File: src/rtl/ibex_msg_pkg.sv
// Shared types and constants for the message transmit path.
package ibex_msg_pkg;

    localparam int MsgMaxWords = 4;
    localparam int MsgLenW     = 2;
    localparam int MsgAddrW    = 5;
    localparam int MsgDataW    = 32;

    typedef enum logic [1:0] {
        MsgTxIdle,
        MsgTxRead,
        MsgTxDrain
    } msg_tx_state_e;

    typedef struct packed {
        logic [MsgDataW-1:0] data;
        logic [MsgAddrW-1:0] addr;
        logic                last;
    } msg_beat_t;

    // RV32E has a 16-entry MPRF, so addresses wrap at 4 bits.
    function automatic logic [MsgAddrW-1:0] msg_addr_mask(input bit rv32e);
        return rv32e ? 5'h0F : 5'h1F;
    endfunction

endpackage

File: src/rtl/ibex_msg_tx_fifo.sv
// Small pointer-based FIFO of message beats. The head entry is driven
// straight from the storage registers, so outputs never depend on pop_i.
module ibex_msg_tx_fifo import ibex_msg_pkg::*; #(
    parameter int  Depth  = 2,
    parameter type beat_t = msg_beat_t
) (
    input  logic  clk_i,
    input  logic  rst_i,
    input  logic  flush_i,
    input  logic  push_i,
    input  beat_t wdata_i,
    input  logic  pop_i,
    output beat_t rdata_o,
    output logic  full_o,
    output logic  empty_o
);

    localparam int PtrW = (Depth > 1) ? $clog2(Depth) : 1;

    beat_t           r_mem [Depth];
    logic [PtrW-1:0] r_wptr;
    logic [PtrW-1:0] r_rptr;
    logic [PtrW:0]   r_cnt;
    logic            w_push;
    logic            w_pop;

    // A push into a full FIFO is only legal when the head leaves this cycle.
    assign w_pop   = pop_i & ~empty_o;
    assign w_push  = push_i & (~full_o | w_pop);
    assign full_o  = (r_cnt == (PtrW+1)'(Depth));
    assign empty_o = (r_cnt == '0);
    assign rdata_o = r_mem[r_rptr];

    // Storage, pointers and occupancy; flush empties without clearing data.
    always_ff @(posedge clk_i) begin
        if (rst_i) begin
            r_wptr <= '0;
            r_rptr <= '0;
            r_cnt  <= '0;
            for (int i = 0; i < Depth; i++) r_mem[i] <= '0;
        end else if (flush_i) begin
            r_wptr <= '0;
            r_rptr <= '0;
            r_cnt  <= '0;
        end else begin
            if (w_push) begin
                r_mem[r_wptr] <= wdata_i;
                r_wptr        <= r_wptr + 1'b1;
            end
            if (w_pop) r_rptr <= r_rptr + 1'b1;
            case ({w_push, w_pop})
                2'b10:   r_cnt <= r_cnt + 1'b1;
                2'b01:   r_cnt <= r_cnt - 1'b1;
                default: r_cnt <= r_cnt;
            endcase
        end
    end

endmodule

File: src/rtl/ibex_msg_tx.sv
// Message transmitter: reads 1-4 consecutive MPRF words and streams them
// out as (data, addr, last) beats over valid/ready.
module ibex_msg_tx import ibex_msg_pkg::*; #(
    parameter bit RV32E     = 1'b0,
    parameter int DataWidth = 32,
    parameter int FifoDepth = 2
) (
    input  logic                 clk_i,
    input  logic                 rst_i,
    input  logic                 send_valid_i,
    output logic                 send_ready_o,
    input  logic [MsgAddrW-1:0]  send_base_i,
    input  logic [MsgLenW-1:0]   send_len_i,
    input  logic                 flush_i,
    output logic                 rf_re_o,
    output logic [MsgAddrW-1:0]  rf_raddr_o,
    input  logic [DataWidth-1:0] rf_rdata_i,
    output logic                 out_valid_o,
    input  logic                 out_ready_i,
    output logic [DataWidth-1:0] out_data_o,
    output logic [MsgAddrW-1:0]  out_addr_o,
    output logic                 out_last_o,
    output logic                 busy_o,
    output logic                 done_o
);

    localparam logic [MsgAddrW-1:0] AddrMask = msg_addr_mask(RV32E);
    localparam int                  RemW     = $clog2(MsgMaxWords + 1);

    typedef struct packed {
        logic [DataWidth-1:0] data;
        logic [MsgAddrW-1:0]  addr;
        logic                 last;
    } beat_t;

    msg_tx_state_e       r_state, w_state_nxt;
    logic [MsgAddrW-1:0] r_ptr, w_ptr_nxt;
    logic [RemW-1:0]     r_rem, w_rem_nxt;
    logic                r_done, w_done_nxt;
    logic                w_read;
    logic                w_pop;
    logic                w_full;
    logic                w_empty;
    beat_t               w_wbeat;
    beat_t               w_rbeat;

    assign w_pop         = out_valid_o & out_ready_i;
    assign w_wbeat.data  = rf_rdata_i;
    assign w_wbeat.addr  = r_ptr;
    assign w_wbeat.last  = (r_rem == RemW'(1));

    ibex_msg_tx_fifo #(
        .Depth  (FifoDepth),
        .beat_t (beat_t)
    ) u_fifo (
        .clk_i   (clk_i),
        .rst_i   (rst_i),
        .flush_i (flush_i),
        .push_i  (w_read),
        .wdata_i (w_wbeat),
        .pop_i   (w_pop),
        .rdata_o (w_rbeat),
        .full_o  (w_full),
        .empty_o (w_empty)
    );

    assign rf_re_o     = w_read;
    assign rf_raddr_o  = w_read ? r_ptr : '0;
    assign out_valid_o = ~w_empty;
    assign out_data_o  = w_rbeat.data;
    assign out_addr_o  = w_rbeat.addr;
    assign out_last_o  = w_rbeat.last;
    assign busy_o      = (r_state != MsgTxIdle);
    assign done_o      = r_done;

    // Next-state, counter updates and read strobe; flush overrides everything.
    always_comb begin
        w_state_nxt  = r_state;
        w_ptr_nxt    = r_ptr;
        w_rem_nxt    = r_rem;
        w_done_nxt   = 1'b0;
        w_read       = 1'b0;
        send_ready_o = 1'b0;
        unique case (r_state)
            MsgTxIdle: begin
                send_ready_o = 1'b1;
                if (send_valid_i && !flush_i) begin
                    w_ptr_nxt   = send_base_i & AddrMask;
                    w_rem_nxt   = RemW'(send_len_i) + RemW'(1);
                    w_state_nxt = MsgTxRead;
                end
            end
            MsgTxRead: begin
                // Read only when the beat has room, counting a same-cycle pop.
                if (!flush_i && (!w_full || w_pop)) begin
                    w_read    = 1'b1;
                    w_ptr_nxt = (r_ptr + 1'b1) & AddrMask;
                    w_rem_nxt = r_rem - 1'b1;
                    if (r_rem == RemW'(1)) w_state_nxt = MsgTxDrain;
                end
            end
            MsgTxDrain: begin
                if (w_pop && w_rbeat.last) begin
                    w_state_nxt = MsgTxIdle;
                    w_done_nxt  = 1'b1;
                end
            end
            default: w_state_nxt = MsgTxIdle;
        endcase
        if (flush_i) begin
            w_state_nxt = MsgTxIdle;
            w_done_nxt  = 1'b0;
        end
    end

    // State and counter registers.
    always_ff @(posedge clk_i) begin
        if (rst_i) begin
            r_state <= MsgTxIdle;
            r_ptr   <= '0;
            r_rem   <= '0;
            r_done  <= 1'b0;
        end else begin
            r_state <= w_state_nxt;
            r_ptr   <= w_ptr_nxt;
            r_rem   <= w_rem_nxt;
            r_done  <= w_done_nxt;
        end
    end

endmodule
File: config.mk
export PLATFORM = sky130hd
export DESIGN_NAME = ibex_msg_tx
export DESIGN_NICKNAME = d
export VERILOG_FILES = /design/src/rtl/ibex_msg_pkg.sv /design/src/rtl/ibex_msg_tx_fifo.sv /design/src/rtl/ibex_msg_tx.sv
export SDC_FILE = /design/constraint.sdc
export NUM_CORES = 1
export LEC_CHECK = 0
export BUFFER_PORTS_ARGS = -buffer_cell sky130_fd_sc_hd__buf_4
export CAP_MARGIN = 5
export CORE_UTILIZATION = 32
export DETAILED_ROUTE_END_ITERATION = 8
export PLACE_DENSITY_LB_ADDON = 0.3
export REMOVE_ABC_BUFFERS = 1
export SLEW_MARGIN = 20
export SYNTH_ARGS = -nofsm -noshare
export SYNTH_HDL_FRONTEND = slang
export SYNTH_SLANG_ARGS = --single-unit
File: constraint.sdc
create_clock -name clk_i -period 3.95 [get_ports clk_i]
set_input_delay 0.395 -clock clk_i [delete_from_list [all_inputs] [get_ports clk_i]]
set_output_delay 0.395 -clock clk_i [all_outputs]
set_load 0.01 [all_outputs]
==> impl_metrics.env, run 1 <==
export IMPL_io_buffers=91
export IMPL_multi_input_gate_area_in_the_final_layout_mm2=0.00147
export IMPL_max_stage_delay_ns=0.72
export IMPL_first_global_vias=2639
export IMPL_drt_first_iter_violations=190
export IMPL_crit_reg2reg_capture="u_fifo.r_mem[1][13]"
export IMPL_power_density_mw_per_mm2=391
export IMPL_critical_path_startpoint_type="flop"
export IMPL_reg2reg_setup_slack_ns=1.23
export IMPL_post_synth_cell_area_avg_um2=13.4
export IMPL_post_drt_wl_per_cell_um=15.0
export IMPL_grt_first_pass_wirelength_mm=13.2
export IMPL_chipHeight_um=116
export IMPL_max_freq_ghz=0.368
export IMPL_antenna_found_initial=0
export IMPL_critPathTopFamily="simple AND/OR/NAND/NOR gates"
export IMPL_ranking_of_synthesized_cells_by_area="edfxtp_1, and2_1, mux2_2"
export IMPL_hold_worst_slack_ns=0.322
export IMPL_layout_nets=448
export IMPL_post_synth_instance_area_mm2=0.00419
export IMPL_total_leakage_power_nw=2.10
export IMPL_drc_errors=0
export IMPL_design_die_area_mm2=0.0135
export IMPL_grt_max_degree=39
export IMPL_max_clock_path_buffers=2
export IMPL_p_comb_frac=0.085
export IMPL_drt_antenna_violating_nets=0
export IMPL_seqPwrFrac=0.536
export IMPL_synth_yosys_seq_area_share=0.621
export IMPL_worst_path_buf_inv=1
export IMPL_skew_ns=0.00415
export IMPL_synth_warning_count=0
export IMPL_cts_inserted_buffers=9
export IMPL_post_synth_top_area_cell="edfxtp_1"
export IMPL_horiz_die_dim_um=116
export IMPL_routed_via_density=4.53
export IMPL_grt_ovfl_total=0
export IMPL_max_cap_viol=0
export IMPL_synthesis_stage_register_bit_count=92
export IMPL_crit_reg2reg_launch="r_state[0]"
export IMPL_setup_violations_final=0
export IMPL_hold_start="rst_i"
export IMPL_finalHoldViolCount=0
export IMPL_placed_cells=560
export IMPL_num_rows=41
export IMPL_timing_final_crit_period_ns=2.72
export IMPL_boundaryPins=92
export IMPL_layout_area_overhead_vs_synth_pct=26.1
export IMPL_run_status="completed"
export IMPL_synth_commonest_cells="and2_1, edfxtp_1, mux2_2, dfxtp_1, nand2_1"
export IMPL_post_cts_hold_buffer_count=0
export IMPL_internal_power_w=0.00160
export IMPL_sequential_cell_area_mm2=0.00260
export IMPL_sw_frac_of_total=0.223
export IMPL_net_switching_power_w=0.000461
export IMPL_max_slew_margin_rel=0.355
export IMPL_clockRootBuffer="clkbuf_16"
export IMPL_post_place_ws_ns=1.19
export IMPL_power_ir_vdd_worst_mv=0.173
export IMPL_critical_path_max_fanout=38
export IMPL_yosys_cell_count_top_type="and2_1"
export IMPL_cts_repair_timing_setup_buffer_count=0
export IMPL_rsz0062_at_grt="false"
export IMPL_cts_resized=0
export IMPL_critical_path_endpoint_type="flop"
export IMPL_share_clk_of_total_power=0.380
export IMPL_crit_path_top_delay_cell="nand2_2"
export IMPL_worst_ep_required_time_ns=3.91
export IMPL_data_arrival_time_of_the_critical_path_ns=2.68
export IMPL_ys_types=41
export IMPL_async_flop_share=0
export IMPL_totalPowerFinal_w=0.00206
export IMPL_finish_cell_count_without_fillers=576
export IMPL_cts_tree="built"
export IMPL_grt_use_total=0.133
export IMPL_hold_path_end="r_rem[1]"
export IMPL_max_slew_violation_total_from_the_final_report=0
export IMPL_syn_instance_count=312
export IMPL_gpl_final_weighted_congestion=0.861
export IMPL_yosysTopAreaCellShare=0.545
export IMPL_synth_main_ff_cell="edfxtp_1"
export IMPL_drt_pre_antenna_iters=4
export IMPL_route_final_wire_length_mm=8.66
export IMPL_final_min_period_over_clock_period=0.689
export IMPL_htreeDepth=3
export IMPL_post_dp_hpwl_mm=5.48
export IMPL_floorplan_core_area_mm2=0.0127
export IMPL_ff2ff_path_depth=5
export IMPL_initial_core_util=0.331
export IMPL_clkSlewWorstSetupHoldPaths_ns=0.06
export IMPL_n_antenna_cell=0
export IMPL_number_of_vias_in_the_routed_layout=2611
export IMPL_worst_hold_path_num_cells=2
export IMPL_finalWorstSetupSlack_ns=1.23
export IMPL_max_slew_worst_pin_slew_ns=0.964
export IMPL_worstHoldPathType="input pin to flop"
export IMPL_final_fill_count=1195
export IMPL_final_layout_size_suffix_gt1_frac=0.389
export IMPL_number_of_flops_mapped_to_enable_cells_by_yosys=76
export IMPL_cts_sinks=92
export IMPL_worstPathCellList="nand2b_1 -> or3_1 -> inv_6 -> nand2_1 -> nand2_2"
export IMPL_clock_insertion_delay_worst_skew_ns=0.34
export IMPL_timing_setup_critical_path_class="flop to flop"
kinds of logic (layout without fill, tap and decap cells):
kind of cell / Yosys count / after routing / share of synthesized area
AO/OA/AOI/OAI: 28 / 28 / 0.0478
buffers and inverters: 23 / 115 / 0.0314
XOR/XNOR: 4 / 4 / 0.00837
AND/OR/NAND/NOR: 122 / 122 / 0.174
flip-flops: 92 / 92 / 0.621
adder cells (fa/ha/maj): 5 / 5 / 0.0149
multiplexers: 38 / 38 / 0.102
power by group through the flow:
stage / Combinational [W] / Clock (W) / Sequential, W
5_1_grt: 0.000192 / 0.000846 / 0.00111
6_report: 0.000175 / 0.000784 / 0.00111
3_5_place_dp: 0.000178 / 0 / 0.00113
4_1_cts: 0.000179 / 0.000807 / 0.00111
2_1_floorplan: 0.0000812 / 0 / 0.00112
3_3_place_gp: 0.000177 / 0 / 0.00112
worst max-delay path by stage:
stage	startpoint	end	cells past startpoint
floorplan	r_state[0]	u_fifo.r_mem[0][0]	3
global placement	r_state[0]	u_fifo.r_mem[1][33]	5
detailed placement	r_state[0]	u_fifo.r_mem[1][33]	5
CTS	r_state[0]	u_fifo.r_mem[1][13]	5
global route	r_state[0]	u_fifo.r_mem[1][13]	5
finish	r_state[0]	u_fifo.r_mem[1][13]	5
flip-flops by register name (all words and copies together), names as in the netlist, named ones only:
name           cells
done_o             1
r_state            2
u_fifo.r_cnt       2
r_rem              3
u_fifo.r_rptr      1
r_ptr              5
u_fifo.r_mem      76
u_fifo.r_wptr      1
stage by stage:
stage	cell area [µm²]	setup TNS, ns	util
after CTS	5280	0	0.417
after global routing	5280	0	0.417
after global placement	5020	0	0.396
after detailed placement	5020	0	0.396
final	5280	0	0.417
after floorplan	4080	-17.31	-
metal layers:
metal	part of all wire	vias up	wire [µm]	track usage
li1	-	1280	-	-
met1	0.44	1247	3770	0.155
met2	0.50	78	4340	0.227
met3	0.055	6	479	0.0493
met4	0.0078	0	68	0.0436
met5	0	-	0	0
cell type report:
| cell class | instances | share of cell area |
|---|---|---|
| clock buffer | 10 | 0.0433 |
| clock inverter | 6 | 0.00711 |
| inverter | 5 | 0.00450 |
| multi-input combinational | 197 | 0.278 |
| sequential | 92 | 0.493 |
| tap | 172 | 0.0407 |
| timing repair buffer | 94 | 0.134 |
cell usage in the layout, fill, tap and decap left out, types with 2 or more instances in the layout:
master and n:
nor2_1 7, o21a_1 2, dfxtp_1 15, nand2b_1 6
nand3_1 3, xnor2_1 3, a311oi_1 2, mux2_2 38
clkbuf_16 9, a211oi_1 3, o21ai_0 2, buf_4 94
clkinv_1 2, edfxtp_1 76, inv_6 3, or3_1 3
ha_1 5, inv_1 4, nor2b_1 2, or2_2 4
a21boi_0 2, and2_1 79, a21oi_1 8, nand2_1 11
(Power assumes the default switching activity.)
==> run 2: changes to the inputs <==
--- a/config.mk
+++ b/config.mk
@@ -5,6 +5,7 @@
 export SDC_FILE = /design/constraint.sdc
 export NUM_CORES = 1
 export LEC_CHECK = 0
+export ABC_AREA = 1
 export BUFFER_PORTS_ARGS = -buffer_cell sky130_fd_sc_hd__buf_4
 export CAP_MARGIN = 5
 export CORE_UTILIZATION = 32
==> constraint.sdc (replaced) <==
create_clock -name clk_i -period 2.55 [get_ports clk_i]
set_input_delay 0.255 -clock clk_i [delete_from_list [all_inputs] [get_ports clk_i]]
set_output_delay 0.255 -clock clk_i [all_outputs]
set_load 0.01 [all_outputs]
==> run 2 against run 1 <==
Clock skew increased by 0.0038 ns; sequential share of layout area is 1.7 points lower; non-clock buffer count grew 5; combinational power rose by 86%; clock power increased by 73%; final cell count increased by 29%; sequential cell count did not move; register-to-register slack worse by 0.66 ns; wire length grew 9.4%; die area rose by 2.1%; area after synthesis up 2.1%; global-route usage up 0.88 points.
==> impl_metrics.env, run 2 <==
export IMPL_first_global_vias=3213
export IMPL_layout_area_overhead_vs_synth_pct=27.9
export IMPL_drc_errors=0
export IMPL_number_of_flops_mapped_to_enable_cells_by_yosys=76
export IMPL_largestRegisters="u_fifo.r_mem (76), r_ptr (5), r_rem (3)"
export IMPL_critical_path_max_fanout=13
export IMPL_grt_ovfl_total=0
export IMPL_global_route_usage_met1=0.180
export IMPL_worst_path_most_repeated_cell="inv_2"
export IMPL_post_cts_hold_buffer_count=0
export IMPL_max_stage_delay_ns=0.42
export IMPL_grt_max_degree=39
export IMPL_cts_resized=0
export IMPL_async_flop_share=0
export IMPL_chipHeight_um=118
export IMPL_worstHoldPathType="input pin to flop"
export IMPL_synth_yosys_seq_area_share=0.609
export IMPL_max_slew_margin_rel=0.597
export IMPL_top_register="u_fifo.r_mem"
export IMPL_syn_instance_count=474
export IMPL_net_switching_power_w=0.000796
export IMPL_cts_inserted_buffers=9
export IMPL_initial_core_util=0.333
export IMPL_num_rows=41
export IMPL_final_layout_size_suffix_gt1_frac=0.239
export IMPL_synthesis_stage_register_bit_count=92
export IMPL_worstPathCellList="inv_2 -> nor2_4 -> inv_2 -> nor2_8 -> inv_1 -> nor2_1 -> buf_4"
export IMPL_routed_via_density=4.34
export IMPL_drt_first_iter_violations=161
export IMPL_final_min_period_over_clock_period=0.805
export IMPL_layout_nets=614
export IMPL_io_buffers=91
export IMPL_clockRootBuffer="clkbuf_16"
export IMPL_cts_repair_timing_setup_buffer_count=0
export IMPL_critPathTopFamily="buffers and inverters"
export IMPL_critical_path_endpoint_type="output pin"
export IMPL_antenna_found_initial=0
export IMPL_setup_violations_final=0
export IMPL_power_ir_vdd_worst_mv=0.307
export IMPL_floorplan_core_area_mm2=0.0128
export IMPL_grt_use_total=0.142
export IMPL_yosys_cell_count_top_type="nand2_1"
export IMPL_worst_ep_required_time_ns=2.30
export IMPL_htreeDepth=3
export IMPL_timing_setup_tns_ns=0
export IMPL_max_slew_worst_pin_slew_ns=0.605
export IMPL_synth_commonest_cells="nand2_1, nor2_1, edfxtp_1, inv_1, dfxtp_1"
export IMPL_post_drt_wl_per_cell_um=12.8
export IMPL_boundaryPins=92
export IMPL_cts_tree="built"
export IMPL_post_synth_instance_area_mm2=0.00428
export IMPL_post_dp_hpwl_mm=6.55
export IMPL_rsz0062_at_grt="false"
export IMPL_drt_antenna_violating_nets=0
export IMPL_worst_path_buf_inv=4
export IMPL_clock_insertion_delay_worst_skew_ns=0.34
export IMPL_n_antenna_cell=0
export IMPL_design_die_area_mm2=0.0138
export IMPL_timing_final_crit_period_ns=2.05
export IMPL_max_cap_viol=0
export IMPL_synth_warning_count=0
export IMPL_data_arrival_time_of_the_critical_path_ns=1.80
export IMPL_number_of_vias_in_the_routed_layout=3219
export IMPL_max_freq_ghz=0.487
export IMPL_seqPwrFrac=0.504
export IMPL_number_of_flip_flops_in_the_largest_register=76
export IMPL_internal_power_w=0.00260
export IMPL_run_status="completed"
export IMPL_drt_pre_antenna_iters=5
export IMPL_crit_path_top_delay_cell="dfxtp_1"
export IMPL_finalHoldViolCount=0
export IMPL_synth_main_ff_cell="edfxtp_1"
export IMPL_placed_area_mm2=0.00516
export IMPL_timing_setup_critical_path_class="flop to output pin"
export IMPL_clkSlewWorstSetupHoldPaths_ns=0.06
export IMPL_globalRouteMet3Util=0.0455
export IMPL_post_synth_top_area_cell="edfxtp_1"
export IMPL_skew_ns=0.00799
export IMPL_gpl_final_weighted_congestion=0.819
export IMPL_ys_types=25
export IMPL_route_final_wire_length_mm=9.48
export IMPL_share_clk_of_total_power=0.400
export IMPL_grt_first_pass_wirelength_mm=15.6
export IMPL_cts_sinks=92
export IMPL_ranking_of_synthesized_cells_by_area="edfxtp_1, nand2_1, nor2_1"
export IMPL_sw_frac_of_total=0.235
export IMPL_max_slew_violation_total_from_the_final_report=0
export IMPL_grt_most_used_layer="met2"
export IMPL_total_leakage_power_nw=2.58
export IMPL_power_density_mw_per_mm2=620
export IMPL_grt_use_met2=0.236
export IMPL_max_clock_path_buffers=2
export IMPL_post_synth_cell_area_avg_um2=9.02
export IMPL_p_comb_frac=0.096
export IMPL_most_common_layout_cells="nand2_1, nor2_1, buf_4"
export IMPL_critical_path_startpoint_type="flop"
export IMPL_postLayoutCoreUtil=0.426
export IMPL_yosysTopAreaCellShare=0.534
export IMPL_design_area_mm2=0.00547
export IMPL_horiz_die_dim_um=118
export IMPL_final_common_cell="nand2_1"
## run 2: changes by cell type after synthesis, moves of 4 or more
cell and change:
clkbuf_2 -4, nand2_1 +152, nand2b_1 -6, and2_1 -79
nor2_1 +94, mux2_2 -38, inv_1 +48, nor2_4 +10
## run 2: kinds of logic after synthesis
| logic type | after synthesis | synth area share |
|---|---|---|
| simple gates | 291 | 0.287 |
| fa+ha+maj | 5 | 0.0146 |
| compound gates | 13 | 0.0161 |
| flops | 92 | 0.609 |
| buf+inv | 73 | 0.0740 |
## run 2: layer usage
layer | up-vias | share of wire
met4 | 0 | 0.0041
met3 | 4 | 0.052
met5 | - | 0
met1 | 1470 | 0.47
li1 | 1654 | -
met2 | 91 | 0.47
## run 2: power groups by stage
stage	Clock (W)	Sequential (W)	Combinational (W)
floorplan	0	0.00174	0.000171
global placement	0	0.00174	0.000323
detailed placement	0	0.00174	0.000329
CTS	0.00140	0.00171	0.000330
global route	0.00144	0.00172	0.000366
finish	0.00136	0.00171	0.000326
## run 2: final timing paths
check	start	to	slack, ns	depth (start not counted)
max	r_state[0]	rf_raddr_o[2]	0.50	7
min	flush_i	r_state[0]	0.22	4
max reg2reg	r_state[0]	u_fifo.r_mem[0][29]	0.57	7
min reg2reg	u_fifo.r_rptr	u_fifo.r_rptr	0.47	1
## run 2: final cells by class
class / count / area (µm²)
Timing Repair Buffer: 99 / 781
Clock inverter: 7 / 80.1
Sequential cell: 92 / 2600
Fill cell: 1311 / 7360
Inverter: 54 / 203
Tap cell: 172 / 215
Clock buffer: 9 / 225
Multi-Input combinational cell: 309 / 1360
## run 2: worst min-delay path: stages
cell	delay [ns]
buf_4	0.10
o31ai_1	0.07
nand2_1	0.05
a21oi_1	0.04
## run 2: per-stage QoR
step                      setup WS (ns)  total power, W  instances  hold slack, ns
after floorplan                  -0.505         0.00191        455           0.425
after global placement            0.629         0.00206        726           0.437
after detailed placement          0.569         0.00207        726           0.440
after CTS                         0.517         0.00344        742           0.208
after global routing              0.377         0.00353        742           0.234
final                             0.497         0.00339        742           0.216
==> run 3: changes to the inputs <==
==> constraint.sdc (replaced) <==
create_clock -name clk_i -period 1.94 [get_ports clk_i]
set_input_delay 0.194 -clock clk_i [delete_from_list [all_inputs] [get_ports clk_i]]
set_output_delay 0.194 -clock clk_i [all_outputs]
set_load 0.01 [all_outputs]
==> run 3 against run 2 <==
Wire length is 4.6% lower; via count unchanged; clock power grew 23%; largest cell class unchanged; final cell count up 0.67%; count of clock-buffer cells in the layout rose by 2; hold slack worse by 0.052 ns; die area stayed put; total power up 28%; first-iteration DRC count grew 17%; global-route usage is 0.52 points lower.
==> impl_metrics.env, run 3 (same netlist as run 2, synthesis figures left out) <==
export IMPL_drt_antenna_violating_nets=0
export IMPL_clkSlewWorstSetupHoldPaths_ns=0.06
export IMPL_critical_path_endpoint_type="output pin"
export IMPL_max_stage_delay_ns=0.34
export IMPL_timing_setup_critical_path_class="flop to output pin"
export IMPL_power_density_mw_per_mm2=790
export IMPL_post_dp_hpwl_mm=6.00
export IMPL_max_clock_path_buffers=2
export IMPL_cts_inserted_buffers=9
export IMPL_route_final_wire_length_mm=9.05
export IMPL_post_drt_wl_per_cell_um=12.1
export IMPL_multi_input_gate_area_in_the_final_layout_mm2=0.00136
export IMPL_antenna_found_initial=0
export IMPL_run_status="completed"
export IMPL_grt_max_degree=39
export IMPL_num_rows=41
export IMPL_clockRootBuffer="clkbuf_16"
export IMPL_max_freq_ghz=0.557
export IMPL_most_common_layout_cells="nand2_1, nor2_1, buf_4"
export IMPL_worstPathCellList="inv_2 -> nor2_4 -> inv_4 -> nor2_8 -> inv_1 -> buf_4 -> nor2_1 -> buf_4"
export IMPL_critical_path_startpoint_type="flop"
export IMPL_initial_core_util=0.333
export IMPL_sequential_cell_area_mm2=0.00260
export IMPL_drt_pre_antenna_iters=4
export IMPL_htreeDepth=3
export IMPL_timing_final_crit_period_ns=1.79
export IMPL_worst_ep_required_time_ns=1.75
export IMPL_layout_area_overhead_vs_synth_pct=28.7
export IMPL_power_ir_vdd_worst_mv=0.364
export IMPL_top_register="u_fifo.r_mem"
export IMPL_finish_cell_count_without_fillers=747
export IMPL_gpl_final_weighted_congestion=0.792
export IMPL_cts_sinks=92
export IMPL_design_area_mm2=0.00550
export IMPL_post_cts_hold_buffer_count=0
export IMPL_placed_cells=729
export IMPL_floorplan_core_area_mm2=0.0128
export IMPL_final_min_period_over_clock_period=0.925
export IMPL_max_slew_worst_pin_slew_ns=0.415
export IMPL_n_antenna_cell=0
export IMPL_finalHoldViolCount=0
export IMPL_grt_ovfl_total=0
export IMPL_hold_worst_slack_ns=0.164
export IMPL_number_of_vias_in_the_routed_layout=3219
export IMPL_number_of_flip_flops_in_the_largest_register=76
export IMPL_critical_path_max_fanout=13
export IMPL_crit_path_top_delay_cell="dfxtp_1"
export IMPL_largestRegisters="u_fifo.r_mem (76), r_ptr (5), r_rem (3)"
export IMPL_boundaryPins=92
export IMPL_final_common_cell="nand2_1"
export IMPL_clock_insertion_delay_worst_skew_ns=0.33
export IMPL_skew_ns=0.00410
export IMPL_totalPowerFinal_w=0.00435
export IMPL_io_buffers=91
export IMPL_placed_area_mm2=0.00520
export IMPL_data_arrival_time_of_the_critical_path_ns=1.60
export IMPL_final_fill_count=1257
export IMPL_horiz_die_dim_um=118
export IMPL_design_die_area_mm2=0.0138
export IMPL_grt_use_total=0.137
export IMPL_total_leakage_power_nw=2.61
export IMPL_worst_path_most_repeated_cell="buf_4"
export IMPL_max_slew_violation_total_from_the_final_report=0
export IMPL_max_slew_margin_rel=0.721
export IMPL_grt_first_pass_wirelength_mm=15.0
export IMPL_routed_via_density=4.31
export IMPL_setup_violations_final=0
export IMPL_drc_errors=0
export IMPL_first_global_vias=3086
export IMPL_chipHeight_um=118
export IMPL_rsz0062_at_grt="false"
export IMPL_drt_first_iter_violations=189
export IMPL_max_cap_viol=0
export IMPL_layout_nets=619
export IMPL_final_layout_size_suffix_gt1_frac=0.242
export IMPL_cts_tree="built"
export IMPL_timing_setup_tns_ns=0
export IMPL_worstHoldPathType="input pin to flop"
## run 3: cell types whose count changed in the layout (fill, tap and decap cells not counted), sizes merged
cell	change
buf	+5
clkbuf	+2
clkinv	+2
clkinvlp	-1
inv	-3
## run 3: layer usage
metal  wire, µm  track usage  up-vias
met1       4170        0.179     1445
met3        559       0.0296       10
li1           -            -     1662
met2       4230        0.224      102
met5          0            0        -
met4         84       0.0457        0
## run 3: critical path: cells and delay by family (launching register included)
kind / cells / cell delay [ns]
AND/OR/NAND/NOR: 3 / 0.42
buffers and inverters: 5 / 0.53
flip-flops: 1 / 0.34
## run 3: path summary, 6_finish.rpt
check / start / endpoint / slack (ns) / cells past startpoint
max reg2reg: r_state[0] / u_fifo.r_cnt[0] / 0.30 / 8
max: r_state[0] / rf_raddr_o[1] / 0.15 / 8
min: flush_i / r_state[0] / 0.16 / 4
min reg2reg: u_fifo.r_rptr / flop / 0.45 / 1
## run 3: timing repair
action                                  4_1_cts  5_1_grt
endpoints found under the setup margin        0        5
setup buffers                                 0        2
gates resized for setup                       0        3
hold endpoints to repair                      0        0
## run 3: final cells by class
cell class	instances	share of cell area
clock buffer	11	0.0423
clock inverter	5	0.00955
inverter	54	0.0373
multi-input combinational	309	0.247
sequential	92	0.473
tap	172	0.0391
timing repair buffer	104	0.151
## run 3: per-stage QoR
| step | utilization | worst slack, ns |
|---|---|---|
| finish | 0.429 | 0.146 |
| global route | 0.429 | 0.0169 |
| CTS | 0.428 | 0.0217 |
| detailed placement | 0.405 | 0.208 |
| global placement | 0.405 | 0.250 |
| floorplan | - | -1.11 |
## run 3: power by group
group / leakage [nW] / internal [W] / switching [W] / total [W]
combinational: 1.55 / 0.000188 / 0.000242 / 0.000430
sequential: 0.916 / 0.00221 / 0.0000301 / 0.00224
clock: 0.141 / 0.000992 / 0.000679 / 0.00167
